<file path="src/rtl/controller2_pkg.sv">
// Shared definitions for the controller2 normalise-and-count FSM.
package controller2_pkg;

  typedef enum logic [2:0] {
    S_IDLE    = 3'd0,
    S_INIT    = 3'd1,
    S_LOAD_A  = 3'd2,
    S_SHIFT_A = 3'd3,
    S_LOAD_B  = 3'd4,
    S_SHIFT_B = 3'd5,
    S_WRITE   = 3'd6,
    S_DONE    = 3'd7
  } state_e;

  localparam int MAX_SHIFT = 15;
  localparam int LAST_ADDR = 15;

endpackage

</file>
<file path="src/rtl/controller2.sv">
// Controller that normalises each operand pair from the input RAM and writes
// the combined shift count to the output RAM at address num1C>>1.
module controller2
  import controller2_pkg::*;
#(
  parameter int ADDR_W  = 4,
  parameter int SHIFT_W = 5,
  parameter int PER_W   = 4
) (
  input  logic               clk,
  input  logic               rst,
  input  logic               start,
  input  logic               x15,
  input  logic [ADDR_W-1:0]  num1C,
  input  logic [SHIFT_W-1:0] num2C,
  input  logic [PER_W-1:0]   num3,
  output logic               clr1,
  output logic               en1,
  output logic               ld1,
  output logic               shL1,
  output logic               ld2,
  output logic               ld3,
  output logic               clr2,
  output logic               en2,
  output logic               clr3,
  output logic               en3,
  output logic               wen,
  output logic               busy,
  output logic               done
);

  state_e state_q, state_d;
  logic   norm_s;
  logic   last_s;
  logic   unused_s;

  // num2C is observed by the datapath write only; the FSM never branches on it.
  assign unused_s = ^num2C;

  assign norm_s = x15 | (num3 == {PER_W{1'b1}});
  assign last_s = (num1C == {ADDR_W{1'b1}});

  always_ff @(posedge clk) begin
    if (rst) begin
      state_q <= S_IDLE;
    end else begin
      state_q <= state_d;
    end
  end

  always_comb begin
    state_d = state_q;
    clr1    = 1'b0;
    en1     = 1'b0;
    ld1     = 1'b0;
    shL1    = 1'b0;
    ld2     = 1'b0;
    ld3     = 1'b0;
    clr2    = 1'b0;
    en2     = 1'b0;
    clr3    = 1'b0;
    en3     = 1'b0;
    wen     = 1'b0;
    done    = 1'b0;
    busy    = (state_q != S_IDLE);
    case (state_q)
      S_IDLE: begin
        if (start) begin
          state_d = S_INIT;
        end else begin
          state_d = S_IDLE;
        end
      end
      S_INIT: begin
        clr1    = 1'b1;
        clr2    = 1'b1;
        clr3    = 1'b1;
        state_d = S_LOAD_A;
      end
      S_LOAD_A: begin
        ld1     = 1'b1;
        clr3    = 1'b1;
        state_d = S_SHIFT_A;
      end
      S_SHIFT_A: begin
        if (norm_s) begin
          ld2     = 1'b1;
          en1     = 1'b1;
          state_d = S_LOAD_B;
        end else begin
          shL1    = 1'b1;
          en2     = 1'b1;
          en3     = 1'b1;
          state_d = S_SHIFT_A;
        end
      end
      S_LOAD_B: begin
        ld1     = 1'b1;
        clr3    = 1'b1;
        state_d = S_SHIFT_B;
      end
      S_SHIFT_B: begin
        if (norm_s) begin
          ld3     = 1'b1;
          state_d = S_WRITE;
        end else begin
          shL1    = 1'b1;
          en2     = 1'b1;
          en3     = 1'b1;
          state_d = S_SHIFT_B;
        end
      end
      S_WRITE: begin
        // Address/count advance on the same edge as the write, so the write sees the old values.
        wen = 1'b1;
        if (last_s) begin
          state_d = S_DONE;
        end else begin
          en1     = 1'b1;
          clr2    = 1'b1;
          state_d = S_LOAD_A;
        end
      end
      S_DONE: begin
        done    = 1'b1;
        state_d = S_IDLE;
      end
      default: begin
        state_d = S_IDLE;
      end
    endcase
  end

endmodule
</file>
<file path="config.mk">
export PLATFORM = sky130hd
export DESIGN_NAME = controller2
export DESIGN_NICKNAME = d
export VERILOG_FILES = /design/src/rtl/controller2_pkg.sv /design/src/rtl/controller2.sv
export SDC_FILE = /design/constraint.sdc
export NUM_CORES = 1
export LEC_CHECK = 0
export ABC_AREA = 1
export CORE_AREA = 3 3 40 42
export CTS_BUF_LIST = sky130_fd_sc_hd__clkbuf_2
export DETAILED_ROUTE_END_ITERATION = 7
export DIE_AREA = 0 0 43 45
export PLACE_DENSITY = 0.75
export SLEW_MARGIN = 20
export SYNTH_ARGS = -nofsm -noshare
export SYNTH_HDL_FRONTEND = slang
export SYNTH_SLANG_ARGS = --single-unit
</file>
<file path="constraint.sdc">
create_clock -name clk -period 1.94 [get_ports clk]
set_clock_uncertainty 0.15 [all_clocks]
set_input_delay 0.582 -clock clk [delete_from_list [all_inputs] [get_ports clk]]
set_output_delay 0.582 -clock clk [all_outputs]
set_load 0.01 [all_outputs]
</file>
==> flow_metrics.py <==
metrics = {
    "route": {
        "viasPerCell": 4.45,
        "ant_nets": 0,
        "wl_per_cell_um": 10.4,
        "vias": 565,
        "drt-total-wl_mm": 1.32,
        "post-route-drc-count": 0,
        "dr.pass1.iters": 4,
        "drtIter0Drc": 13,
    },
    "final_layout": {
        "postLayoutCellArea_sq_um": 818,
        "top_register": "state_q",
        "drive_above_1_share": 0.616,
        "area_growth_pct": 137,
        "fillerInstances": 122,
        "reg_top3": "state_q x3",
        "fin_nets": 130,
        "largest_reg_flops": 3,
        "n_antenna_cell": 0,
        "post-route-util": 0.637,
    },
    "synth": {
        "synth_compound_area_frac": 0.0906,
        "netlist.area_leader.share": 0.217,
        "netlist_instances": 63,
        "yosys-mux-area-fraction": 0,
        "synth-seq-cells": 3,
        "ys_warn_count": 0,
        "synth_top_family_by_area": "simple AND/OR/NAND/NOR gates",
        "netlist_area_sq_um": 345,
        "synth_nets": 80,
        "ys_seq_area_frac": 0.174,
        "synthAdderAreaFrac": 0,
        "synth-xor-area-share": 0,
        "synthSimpleGateAreaFrac": 0.551,
        "synth_common_cells": "20 x nand2_1, 11 x inv_1, 9 x nor2_1",
        "yosys.area.top_type": "nand2_1",
        "synth-main-ff-cell": "dfxtp_1",
        "synth_area_leaders": "nand2_1 22%, dfxtp_1 17%, inv_1 12%",
        "yosysMostFrequentCell": "nand2_1",
        "syn_area_per_cell_sq_um": 5.48,
        "yosysUniqueCellTypes": 14,
        "synth_edf_count": 0,
        "synthArstFlopShare": 0,
    },
    "clock_network": {
        "h-tree-depth": 1,
        "cts_root_buf": "clkbuf_2",
        "cts_buffer_depth": 2,
        "clk_pin_slew_ns": 0.04,
        "cts_hold_buf": 0,
        "cts_sinks": 3,
        "clock_latency_ns": 0.20,
        "cts_tree": "yes",
        "cts_made_buffers": 3,
    },
    "worst_setup_path": {
        "path_class": "input port to output pin",
        "endpoint_kind": "output pin",
        "cpMostUsedCell": "buf_6",
        "rrSetupSlack_ns": 0.18,
        "worst_path_largest_cell_delay_ns": 0.14,
        "cp_max_fo": 4,
        "crit_arrival_ns": 1.21,
        "start_kind": "input port",
        "cp_slowest_cell": "nor2_4",
        "crit_required_ns": 1.21,
        "crit_chain": "buf_6, nand2_4, o21ai_4, buf_6, nor2_4, buf_6",
    },
    "place": {
        "placed_area_sq_um": 679,
        "dpl.hpwl_um": 863,
        "io_buffers": 24,
        "gp_congestion": 0.816,
    },
    "floorplanning": {
        "start_util": 0.269,
        "io_pins": 30,
        "rows": 13,
        "core_sq_mm": 0.00128,
        "fp.dieH_um": 45,
        "dieArea_sq_mm": 0.00194,
        "die_w_um": 43,
    },
    "global_routing": {
        "antenna_found_initial": 0,
        "grt_max_degree": 7,
        "grt_pass1_vias": 496,
        "grt_use_total": 0.139,
        "gr-total-overflow": 0,
        "grt_pass1_wl_mm": 1.97,
    },
    "timing": {
        "min_period_over_period": 1.00,
        "slew_headroom": 0.880,
        "hold_viol": 0,
        "rsz0062_at_grt": "yes",
        "tightest_slew_ns": 0.179,
        "fin_crit_ns": 1.94,
        "slew_viol_final": 0,
        "max_freq_mhz": 516,
        "setup_viol": 0,
    },
    "flow_run": {
        "cap_violations": 0,
    },
    "power_and_ir_drop": {
        "power_density_mw_per_mm2": 457,
        "leakage_nw": 0.475,
        "vdd_ir_drop_max_uv": 339,
    },
    "run_status": {
        "status": "completed",
    },
    "hold_path": {
        "min_path_type": "flop to flop",
    },
}
[worst paths after layout]
path	start	to	depth (start not counted)
worst max-delay path	num3[1]	en3	6
worst min-delay path	state_q[1]$_SDFF_PP0_	state_q[2]$_SDFF_PP0_	4
worst max register to register	state_q[1]$_SDFF_PP0_	state_q[1]$_SDFF_PP0_	13
worst min register to register	state_q[1]$_SDFF_PP0_	state_q[2]$_SDFF_PP0_	4
[layout make-up]
cell class | count | area, sq um | area share
multi-input cells | 45 | 264 | 0.323
well taps | 15 | 18.8 | 0.0229
repair buffers | 47 | 393 | 0.480
flip-flops and latches | 3 | 71.3 | 0.0872
inverters | 13 | 51.3 | 0.0627
clock buffers | 4 | 20.0 | 0.0245
[kinds of logic after synthesis]
| family | after synthesis |
|---|---|
| AND/OR/NAND/NOR | 41 |
| AO/OA/AOI/OAI | 4 |
| buffers and inverters | 15 |
| flip-flops | 3 |
[critical path, delay by kind of cell]
kind                   cells  cell delay (ns)
buffers and inverters      3             0.34
AND/OR/NAND/NOR            2             0.21
AO/OA/AOI/OAI              1             0.08
[where the power goes]
part           switching (mW)  internal, mW  total, mW  leakage (nW)
clock                  0.0332        0.0544     0.0876        0.0166
combinational          0.0987         0.103      0.201         0.432
sequential             0.0130        0.0715     0.0846        0.0267
total                   0.145         0.229      0.374         0.475
[metal layers]
metal / up-vias / global-route usage / wire length, um
met5: - / 0 / 0
met4: 0 / 0.0723 / 0
met3: 0 / 0.0478 / 101
met2: 24 / 0.249 / 711
met1: 251 / 0.144 / 509
li1: 290 / - / -
[what timing repair did]
item	in CTS	in global routing
buffers inserted	10	2
endpoints found under the setup margin	13	12
pin swaps	8	7
resized for setup	84	22
[metrics by stage]
stage | TNS (ns) | cells | worst slack, ns | hold slack [ns] | power (mW)
4_1_cts | -0.0655 | 126 | -0.0431 | 0.506 | 0.371
3_5_place_dp | -5.61 | 112 | -0.830 | 0.526 | 0.280
2_1_floorplan | 0 | 63 | 0.148 | 0.466 | 0.170
6_report | 0 | 127 | 0.000202 | 0.520 | 0.374
3_3_place_gp | -5.34 | 112 | -0.771 | 0.535 | 0.277
5_1_grt | -0.163 | 127 | -0.0445 | 0.527 | 0.408
[cells in the final DEF, fill, tap and decap left out]
| cell type | n |
|---|---|
| clkdlybuf4s50_1 | 2 |
| nor2_1 | 8 |
| nor2_4 | 2 |
| inv_1 | 8 |
| nand2_4 | 3 |
| nand3_1 | 5 |
| dlygate4sd2_1 | 3 |
| o21ai_0 | 2 |
| nand2_2 | 7 |
| buf_2 | 5 |
| clkdlybuf4s15_1 | 1 |
| nand2_1 | 12 |
| dfxtp_4 | 3 |
| buf_6 | 13 |
| nand4_1 | 1 |
| inv_2 | 4 |
| nand3_2 | 2 |
| o21ai_4 | 1 |
| buf_4 | 20 |
| a21oi_1 | 1 |
| nor2_2 | 1 |
| inv_4 | 1 |
| clkbuf_2 | 7 |
Note: power is estimated with default switching activity, not from simulation.
